File: config.mk
export PLATFORM = sky130hd
export DESIGN_NAME = gpr_commit_ctrl
export DESIGN_NICKNAME = d
export VERILOG_FILES = /design/src/rtl/gpr_commit_ctrl_pkg.sv /design/src/rtl/gpr_commit_ctrl_fwd_match.sv /design/src/rtl/gpr_commit_ctrl.sv
export SDC_FILE = /design/constraint.sdc
export NUM_CORES = 1
export LEC_CHECK = 0
export BUFFER_PORTS_ARGS = -buffer_cell sky130_fd_sc_hd__buf_2
export CORE_ASPECT_RATIO = 2
export CORE_MARGIN = 3
export CORE_UTILIZATION = 23
export DETAILED_ROUTE_END_ITERATION = 10
export GPL_ROUTABILITY_DRIVEN = 0
export GPL_TIMING_DRIVEN = 1
export PLACE_DENSITY = 0.38
export SYNTH_ARGS = -nofsm -noshare
export SYNTH_HDL_FRONTEND = slang
export SYNTH_HIERARCHICAL = 1
export SYNTH_SLANG_ARGS = --single-unit
File: constraint.sdc
create_clock -name clk -period 13.2 [get_ports clk]
set_input_delay 1.32 -clock clk [delete_from_list [all_inputs] [get_ports clk]]
set_output_delay 1.32 -clock clk [all_outputs]
set_load 0.01 [all_outputs]
File: src/rtl/gpr_commit_ctrl_pkg.sv
// Shared widths and the queued commit entry for the GPR write-port controller.
package gpr_commit_ctrl_pkg;

    localparam int WORD_WIDTH     = 32;
    localparam int GPR_ADDR_WIDTH = 5;
    localparam int DATA_HIGH_GPR  = WORD_WIDTH - 1;

    typedef struct packed {
        logic [GPR_ADDR_WIDTH-1:0] addr;
        logic [DATA_HIGH_GPR:0]    value;
    } cmt_entry_t;

endpackage

File: src/rtl/gpr_commit_ctrl_fwd_match.sv
// Operand forward lookup: compares every live queue entry against one read address
// and returns the youngest (closest to tail) matching value.
module gpr_fwd_match #(
    parameter int DEPTH      = 4,
    parameter int ADDR_WIDTH = 5,
    parameter int WORD_WIDTH = 32
) (
    input  logic [ADDR_WIDTH-1:0]      i_addr [DEPTH],
    input  logic [WORD_WIDTH-1:0]      i_value [DEPTH],
    input  logic [$clog2(DEPTH)-1:0]   i_head,
    input  logic [$clog2(DEPTH):0]     i_count,
    input  logic [ADDR_WIDTH-1:0]      i_rs_addr,
    output logic                       o_hit,
    output logic [WORD_WIDTH-1:0]      o_value
);
    import gpr_commit_ctrl_pkg::*;

    localparam int PW = $clog2(DEPTH);
    localparam int CW = PW + 1;

    // Walk entries oldest to youngest so a later match overrides an earlier one.
    always_comb begin
        o_hit   = 1'b0;
        o_value = '0;
        for (int k = 0; k < DEPTH; k++) begin
            if ((CW'(k) < i_count) && (i_rs_addr != '0) &&
                (i_addr[i_head + PW'(k)] == i_rs_addr)) begin
                o_hit   = 1'b1;
                o_value = i_value[i_head + PW'(k)];
            end
        end
    end

endmodule

File: src/rtl/gpr_commit_ctrl.sv
// GPR write-port controller: buffers up to two retirements per cycle, drains one
// write per cycle, slots in low-priority debug writes and forwards queued values.
module gpr_commit_ctrl #(
    parameter int DEPTH      = 4,
    parameter int WORD_WIDTH = gpr_commit_ctrl_pkg::WORD_WIDTH,
    parameter int ADDR_WIDTH = gpr_commit_ctrl_pkg::GPR_ADDR_WIDTH
) (
    input  logic                      clk,
    input  logic                      rst_n,
    input  logic                      cmt0_valid,
    input  logic [ADDR_WIDTH-1:0]     cmt0_addr,
    input  logic [WORD_WIDTH-1:0]     cmt0_value,
    input  logic                      cmt1_valid,
    input  logic [ADDR_WIDTH-1:0]     cmt1_addr,
    input  logic [WORD_WIDTH-1:0]     cmt1_value,
    output logic                      cmt_ready,
    input  logic                      dbg_wr_valid,
    input  logic [ADDR_WIDTH-1:0]     dbg_wr_addr,
    input  logic [WORD_WIDTH-1:0]     dbg_wr_value,
    output logic                      dbg_wr_ready,
    output logic                      commit_en,
    output logic [ADDR_WIDTH-1:0]     commit_dst_addr,
    output logic [WORD_WIDTH-1:0]     commit_dst_value,
    input  logic [ADDR_WIDTH-1:0]     rs1_addr,
    input  logic [ADDR_WIDTH-1:0]     rs2_addr,
    output logic                      fwd_rs1_hit,
    output logic [WORD_WIDTH-1:0]     fwd_rs1_value,
    output logic                      fwd_rs2_hit,
    output logic [WORD_WIDTH-1:0]     fwd_rs2_value,
    output logic [$clog2(DEPTH):0]    occupancy
);
    import gpr_commit_ctrl_pkg::*;

    localparam int PW = $clog2(DEPTH);
    localparam int CW = PW + 1;

    logic [CW-1:0]          r_count;
    logic [PW-1:0]          r_head;
    logic [PW-1:0]          r_tail;
    cmt_entry_t             r_mem [DEPTH];

    logic                   w_acc0;
    logic                   w_acc1;
    logic                   w_push0;
    logic                   w_push1;
    logic                   w_pop;
    logic [PW-1:0]          w_tail1;
    logic [CW-1:0]          w_count_next;
    logic [ADDR_WIDTH-1:0]  w_addr_q [DEPTH];
    logic [WORD_WIDTH-1:0]  w_value_q [DEPTH];

    // Readiness depends on registered count only, so it never waits on this cycle's pop.
    assign cmt_ready    = (r_count <= CW'(DEPTH - 2));
    assign occupancy    = r_count;
    assign w_acc0       = cmt_ready & cmt0_valid;
    assign w_acc1       = w_acc0 & cmt1_valid;
    assign w_push0      = w_acc0 & (cmt0_addr != '0);
    assign w_push1      = w_acc1 & (cmt1_addr != '0);
    assign w_pop        = (r_count != '0);
    assign w_tail1      = r_tail + PW'(w_push0);
    assign w_count_next = r_count + CW'(w_push0) + CW'(w_push1) - CW'(w_pop);
    assign dbg_wr_ready = dbg_wr_valid & (r_count == '0) & ~cmt0_valid;

    always_ff @(posedge clk or negedge rst_n) begin
        if (!rst_n) begin
            r_count <= '0;
            r_head  <= '0;
            r_tail  <= '0;
        end else begin
            r_count <= w_count_next;
            r_head  <= r_head + PW'(w_pop);
            r_tail  <= w_tail1 + PW'(w_push1);
        end
    end

    always_ff @(posedge clk) begin
        if (w_push0) r_mem[r_tail]  <= '{addr: cmt0_addr, value: cmt0_value};
        if (w_push1) r_mem[w_tail1] <= '{addr: cmt1_addr, value: cmt1_value};
    end

    // Queued commits own the port; a granted debug write to x0 is swallowed.
    always_comb begin
        commit_en        = 1'b0;
        commit_dst_addr  = '0;
        commit_dst_value = '0;
        if (w_pop) begin
            commit_en        = 1'b1;
            commit_dst_addr  = r_mem[r_head].addr;
            commit_dst_value = r_mem[r_head].value;
        end else if (dbg_wr_ready && (dbg_wr_addr != '0)) begin
            commit_en        = 1'b1;
            commit_dst_addr  = dbg_wr_addr;
            commit_dst_value = dbg_wr_value;
        end
    end

    always_comb begin
        for (int i = 0; i < DEPTH; i++) begin
            w_addr_q[i]  = r_mem[i].addr;
            w_value_q[i] = r_mem[i].value;
        end
    end

    gpr_fwd_match #(.DEPTH(DEPTH), .ADDR_WIDTH(ADDR_WIDTH), .WORD_WIDTH(WORD_WIDTH)) u_fwd_rs1 (
        .i_addr    (w_addr_q),
        .i_value   (w_value_q),
        .i_head    (r_head),
        .i_count   (r_count),
        .i_rs_addr (rs1_addr),
        .o_hit     (fwd_rs1_hit),
        .o_value   (fwd_rs1_value)
    );

    gpr_fwd_match #(.DEPTH(DEPTH), .ADDR_WIDTH(ADDR_WIDTH), .WORD_WIDTH(WORD_WIDTH)) u_fwd_rs2 (
        .i_addr    (w_addr_q),
        .i_value   (w_value_q),
        .i_head    (r_head),
        .i_count   (r_count),
        .i_rs_addr (rs2_addr),
        .o_hit     (fwd_rs2_hit),
        .o_value   (fwd_rs2_value)
    );

endmodule
==> run_results.csv, run 1 <==
group,metric,value,unit
clock_tree,cts-root-buf,"clkbuf_16",
placed_design,portBuffers,234,
finish,fin_cells,2636,
timing,tightest_slew,1.185,ns
clock_tree,clockBufferDepth,2,
timing,period_needed,7.582,ns
synthesis,avgSynthCellArea,11.83,µm²
timing,fin_worst_skew,0.009450,ns
worst_setup_path,endpoint_kind,"output port",
timing,period_share,57.44,%
worst_setup_path,cp_max_fo,75,
power,power_leakage,0.007365,µW
route,wl_per_cell,26.66,µm
synthesis,yosys_warnings,6,
route,via_per_inst,5.216,
route,dr.pass1.iters,5,
worst_setup_path,cp-startpoint,"r_head[1]",
timing,setup_viol,0,
power,power.density,224.4,nW/µm²
timing,finalHoldViolCount,0,
global_route,grt_pass1_vias,14170,
status,status,"complete, no violations",
global_route,grt_overflow,0,
worst_setup_path,crit_buf_inv,3,
worst_setup_path,r2r-start,"occupancy[1]",
clock_tree,numCtsBuffers,17,
timing,drv_slew,0,
synthesis,yosysSeqAreaShare,26.45,%
clock_tree,holdBufCountCts,0,
global_route,grt_max_degree,77,
min_path,hp-class,"primary input to asynchronous set/reset pin",
synthesis,synthTopCellsByCount,"220 x mux2_2, 210 x mux2i_1, 148 x edfxtp_1",
route,postRouteAntennaNets,0,
route,drt_iter0_markers,625,
power,peakVddDrop,0.1496,mV
die,coreArea,75150,µm²
worst_setup_path,setup.worst_path.class,"flip-flop to output port",
synthesis,synth_top_area_share,25.44,%
finish,drive_gt1_share,46.73,%
placed_design,post-place-ws,6.069,ns
clock_tree,path_clk_slew,0.06,ns
synthesis,yosys.area.top_type,"edfxtp_1",
synthesis,synth_edf_count,148,
worst_setup_path,crit_slowest_cell,"dfrtp_4",
finish,multi_input_area,12000,µm²
worst_setup_path,timing.critical_path.mode_cell,"buf_4",
die,die_area,79490,µm²
clock_tree,cts.sinks,155,
synthesis,syn_inst,1477,
clock_tree,htreeDepth,4,
synthesis,ys_ff_latch,155,
worst_setup_path,cp-start-kind,"flip-flop",
placed_design,dp.cells,2599,
route,drc_errors,0,
worst_setup_path,crit_family,"buffers and inverters",
global_route,track_usage,17.20,%
synthesis,synth.most_common_cell,"mux2_2",
timing,hold_ws,0.6703,ns
synthesis,synth_top_cells_by_area,"edfxtp_1 25%, mux2_2 14%, mux2i_1 12%",
worst_setup_path,arrival,6.26,ns
synthesis,synth_flop_cell,"edfxtp_1",
clock_tree,clk_latency,0.48,ns
synthesis,synth.distinct_cells,61,
route,wl,70280,µm
synthesis,syn_nets,1610,
timing,fmax,131.9,MHz
synthesis,ys_async_sr_fraction,4.516,%
global_route,grt_pass1_wl,100900,µm
run,drv_cap,0,
clock_tree,cts_tree,"built",
clock_tree,cts_setup_buffers,0,
synthesis,syn-cell-area,17470,µm²
worst_setup_path,slowest_delay,0.96,ns
die,start_util,23.24,%
finish,fillers,7884,
die,ios,235,
die,rows,142,
finish,seq_area,4627,µm²
worst_setup_path,cp.required,11.88,ns
route,via_count,13750,
finish,nets,1743,
finish,areaGrowthSynthToFinish,14.01,%
global_route,antenna_found_initial,14,
timing,fin_tns_setup,0,ns
timing,worst_slack,5.618,ns
placed_design,dpl.hpwl,46440,µm
clock_tree,ctsResizeCount,0,
die,die_height,395.7,µm
worst_setup_path,cp_cell_sequence,"buf_4 > mux4_2 > xnor2_1 > nand3_1 > nor4_4 > buf_4 > or2_2 > o21ai_0 > o2bb2ai_1 > buf_2",
timing,maxSlewHeadroom,20.87,%
timing,rsz0062_at_grt,"no",
die,dieWidth,200.9,µm
[worst paths after layout]
| path | depth (start not counted) | slack (ns) | to |
|---|---|---|---|
| max in group asynchronous | 1 | 12.36 | r_head[0] |
| min in group clk | 2 | 0.79 | r_tail[1] |
| min reg2reg | 2 | 0.79 | r_tail[1] |
| max | 10 | 5.62 | fwd_rs1_value[17] |
| min | 1 | 0.67 | r_head[1] |
| max reg2reg | 11 | 8.99 | r_mem[1][35] |
[per-stage QoR]
stage          utilization [%]  cell area [µm²]  power [µW]
4_1_cts                  26.48            19900        4526
3_3_place_gp             25.74            19340        3977
2_1_floorplan                -            17470        3045
3_5_place_dp             25.74            19340        4002
5_1_grt                  26.48            19900        4768
6_report                 26.50            19910        4469
[final cells by class]
type / count / area share [%]
clock buffers: 18 / 2.155
clock inverters: 13 / 0.6471
multi-input cells: 1157 / 60.26
diodes: 6 / 0.07540
inverters: 15 / 0.2827
repair buffers: 264 / 7.012
flip-flops and latches: 155 / 23.23
well taps: 1008 / 6.333
[cells by family (layout without fill, tap and decap cells)]
| group | Yosys count | in the layout | share of synthesized area [%] |
|---|---|---|---|
| flip-flops | 155 | 155 | 26.45 |
| AO/OA/AOI/OAI | 391 | 391 | 17.57 |
| adder cells (fa/ha/maj) | 7 | 7 | 0.5874 |
| buffers and inverters | 165 | 310 | 5.473 |
| AND/OR/NAND/NOR | 106 | 106 | 3.789 |
| XOR/XNOR | 50 | 50 | 2.765 |
| multiplexers | 603 | 603 | 43.37 |
| other | 0 | 6 | 0 |
[sequential cells by signal, summed over array words and instances (netlist names)]
name,flops
r_head,2
occupancy,3
r_mem,148
r_tail,2
[routing by layer]
layer / vias to the layer above / global-route usage [%] / wire length, µm
met4: 8 / 4.798 / 1549
met2: 377 / 32.15 / 37450
met5: - / 0 / 61
met1: 7015 / 20.05 / 28350
met3: 67 / 2.900 / 2875
li1: 6282 / - / -
[power breakdown]
group          total (µW)  internal (µW)  switching, µW  leakage (µW)
sequential            842            663            179       0.00142
clock                 500            275            226      0.000272
combinational        3130           1430           1700       0.00567
total                4470           2370           2100       0.00736
[cells in the final DEF, fill, tap and decap left out, drive strengths merged, types with 18 or more instances in the layout]
| cell | instances |
|---|---|
| clkbuf | 18 |
| o21ai | 45 |
| a221o | 82 |
| edfxtp | 148 |
| nor2 | 24 |
| o2bb2ai | 62 |
| buf | 264 |
| mux2 | 340 |
| a21oi | 79 |
| or2 | 35 |
| mux2i | 210 |
| mux4 | 53 |
| xnor2 | 35 |
| a22o | 37 |
| a22oi | 28 |
Note: power is estimated with default switching activity, not from simulation.
==> run 2, diff against run 1 <==
Settings changed: ABC_AREA set to 1, PLACE_DENSITY 0.38 to 0.39.
Clock period 13.2 ns to 6.2 ns, I/O delays scaled along.
==> run 2 against run 1 <==
Sequential power is 120% higher. Register-to-register slack worse by 6.6 ns. Power grew to 2.7 times the previous value. Sequential cell count stayed put. Clock skew is 0.0087 ns higher. Die area is 7.2% higher. Clock power is 130% higher. Critical path depth is 3 higher. Largest cell class unchanged. Largest power group unchanged.
==> run_results.csv, run 2 <==
group,metric,value,unit
power,seqPwrFrac,15.3,%
synthesis,syn_nets,3285,
synthesis,synth-adder-area-share,0.5473,%
worst_setup_path,cp_max_fo,81,
power,switchingPower,7525,µW
power,power_frac_comb,75.1,%
die,start_util,23.27,%
placed_design,dp.cells,4221,
global_route,antenna_found_initial,12,
finish,largest_register,"r_mem",
clock_tree,clockBufferDepth,2,
synthesis,synth_flop_cell,"edfxtp_1",
timing,fmax,191.2,MHz
clock_tree,cts_tree,"built",
synthesis,yosys.area.top_type,"edfxtp_1",
synthesis,ys_async_sr_fraction,4.516,%
route,wl_per_cell,22.66,µm
finish,largest_reg_flops,148,
die,coreArea,80560,µm²
timing,fin_tns_setup,0,ns
synthesis,avgSynthCellArea,5.947,µm²
worst_setup_path,cp-start-kind,"flip-flop",
synthesis,synth_xor_xnor_area_share,0.3271,%
clock_tree,ctsResizeCount,0,
clock_tree,htreeDepth,4,
worst_setup_path,r2r_slack,2.40,ns
finish,areaGrowthSynthToFinish,12.74,%
timing,finalHoldViolCount,0,
synthesis,synth_top_cells_by_area,"edfxtp_1 24%, nand2_1 23%, nand3_1 11%",
global_route,grt_overflow,0,
finish,nets,3331,
synthesis,syn-cell-area,18750,µm²
global_route,track_usage,21.82,%
die,die_height,409.7,µm
clock_tree,clk_latency,0.49,ns
power,p_sw_share,62.45,%
route,drt_iter0_markers,1622,
timing,tightest_slew,1.157,ns
finish,fin_cells,4257,
synthesis,yosys.area_share.simple,43.47,%
power,p_int,4525,µW
route,via_count,21540,
finish,drive_gt1_share,11.52,%
timing,fin_worst_skew,0.01818,ns
synthesis,yosys_warnings,6,
timing,period_share,84.37,%
synthesis,synth_top_area_share,23.71,%
synthesis,synth_edf_count,148,
global_route,grt_max_degree,85,
worst_setup_path,endpoint_kind,"output port",
synthesis,synth.most_common_cell,"nand2_1",
route,via_per_inst,5.059,
clock_tree,path_clk_slew,0.08,ns
synthesis,yosysSeqAreaShare,24.64,%
synthesis,synthTopCellsByCount,"1135 x nand2_1, 420 x nand3_1, 402 x o21ai_0",
synthesis,synth-compound-area-share,13.94,%
power,power.density,570.2,nW/µm²
clock_tree,numCtsBuffers,17,
status,status,"complete, no violations",
placed_design,dpl.hpwl,64490,µm
timing,setup_viol,0,
synthesis,syn_inst,3152,
timing,maxSlewHeadroom,22.71,%
die,dieWidth,207.9,µm
min_path,hp-class,"primary input to flip-flop",
finish,layout_commonest_cell,"nand2_1",
global_route,grt_pass1_wl,138600,µm
timing,drv_slew,0,
route,dr.pass1.iters,5,
clock_tree,cts-root-buf,"clkbuf_16",
worst_setup_path,setup.worst_path.class,"flip-flop to output port",
die,rows,147,
timing,period_needed,5.231,ns
route,drc_errors,0,
finish,final_cell_mix,"1134 x nand2_1, 414 x nand3_1, 400 x o21ai_0",
synthesis,ys_ff_latch,155,
placed_design,post-place-ws,1.459,ns
synthesis,synth.distinct_cells,32,
route,wl,96470,µm
timing,rsz0062_at_grt,"no",
die,die_area,85170,µm²
synthesis,synth_top_family_by_area,"simple AND/OR/NAND/NOR gates",
die,ios,235,
power,p_clk_share,9.6,%
clock_tree,cts.sinks,155,
synthesis,muxShareOfSynthArea,6.835,%
global_route,grt_pass1_vias,20930,
run,drv_cap,0,
worst_setup_path,cp.required,5.58,ns
route,postRouteAntennaNets,0,
timing,worst_slack,0.9691,ns
power,peakVddDrop,0.4043,mV
worst_setup_path,arrival,4.61,ns
power,power_leakage,0.009932,µW
placed_design,portBuffers,234,
==> run 2: cell count changes after synthesis, sizes merged, moves of 131 or more <==
cell | before | now
nand3 | 6 | 422
nor2 | 24 | 226
inv | 15 | 154
mux2 | 340 | 0
nand2 | 7 | 1140
nand4 | 0 | 131
o21ai | 45 | 441
==> run 2: critical path, stage by stage (launching register included) <==
cell	delay [ns]
dfrtp_4	0.75
inv_4	0.68
nand2_1	0.20
nand2_4	0.37
nand3_1	0.17
nand3_1	0.11
nand2_1	0.05
nor2_1	0.23
nand2_1	0.14
nor2_4	0.11
buf_4	0.51
nor2_1	0.11
a21oi_1	0.41
buf_2	0.22
==> run 2: cell type report <==
| type | instances | area, µm² |
|---|---|---|
| clock buffers | 17 | 425.4 |
| inverters | 154 | 588.1 |
| multi-input cells | 2581 | 12410 |
| clock inverters | 15 | 186.4 |
| fillers | 9226 | 59430 |
| flip-flops and latches | 155 | 4627 |
| well taps | 1043 | 1305 |
| repair buffers | 289 | 1587 |
| diodes | 3 | 7.507 |
==> run 2: per-layer routing <==
metal,GRT usage (%),vias to the layer above,part of all wire (%)
met5,0,-,0.053
met4,8.181,8,3.5
met3,3.034,188,4.7
met2,42.02,665,54
met1,23.92,10010,38
li1,-,10670,-
==> run 2: worst paths after layout <==
check                           depth (start not counted)           from                 to
max in group asynchronous                               2          rst_n          r_head[1]
worst min-delay path                                    3  cmt0_value[6]        r_mem[3][6]
worst max register to register                         12   occupancy[1]       r_mem[3][17]
worst max-delay path                                   13      r_head[1]  fwd_rs1_value[22]
worst min register to register                          3   occupancy[0]       occupancy[0]
min in group asynchronous                               2          rst_n          r_tail[1]
==> run 2: stage by stage <==
stage / total power, µW / instance area, µm² / utilization, % / hold slack, ns
finish: 12050 / 21130 / 26.23 / 0.4477
detailed placement: 10950 / 20500 / 25.45 / 0.4973
global route: 13040 / 21130 / 26.23 / 0.4454
floorplan: 7578 / 18750 / - / 0.3244
global placement: 10950 / 20500 / 25.45 / 0.4918
CTS: 12120 / 21130 / 26.22 / 0.4193
==> run 2: kinds of logic after synthesis <==
| group | after synthesis |
|---|---|
| simple gates | 1923 |
| compound gates | 516 |
| buf+inv | 416 |
| flops | 155 |
| mux | 128 |
| xor+xnor | 7 |
| fa+ha+maj | 7 |
==> run 2: power groups by stage <==
stage	logic, µW	clock network (µW)	registers (µW)
after global routing	9950	1220	1880
after floorplan	5930	0	1650
after CTS	9090	1180	1850
after detailed placement	9080	0	1870
final	9050	1150	1850
after global placement	9080	0	1870
==> run 2: timing repair <==
action | in CTS | in global routing
hold buffers | 1 | 0
setup buffers | 0 | 0
endpoints found under the hold margin | 7 | 0
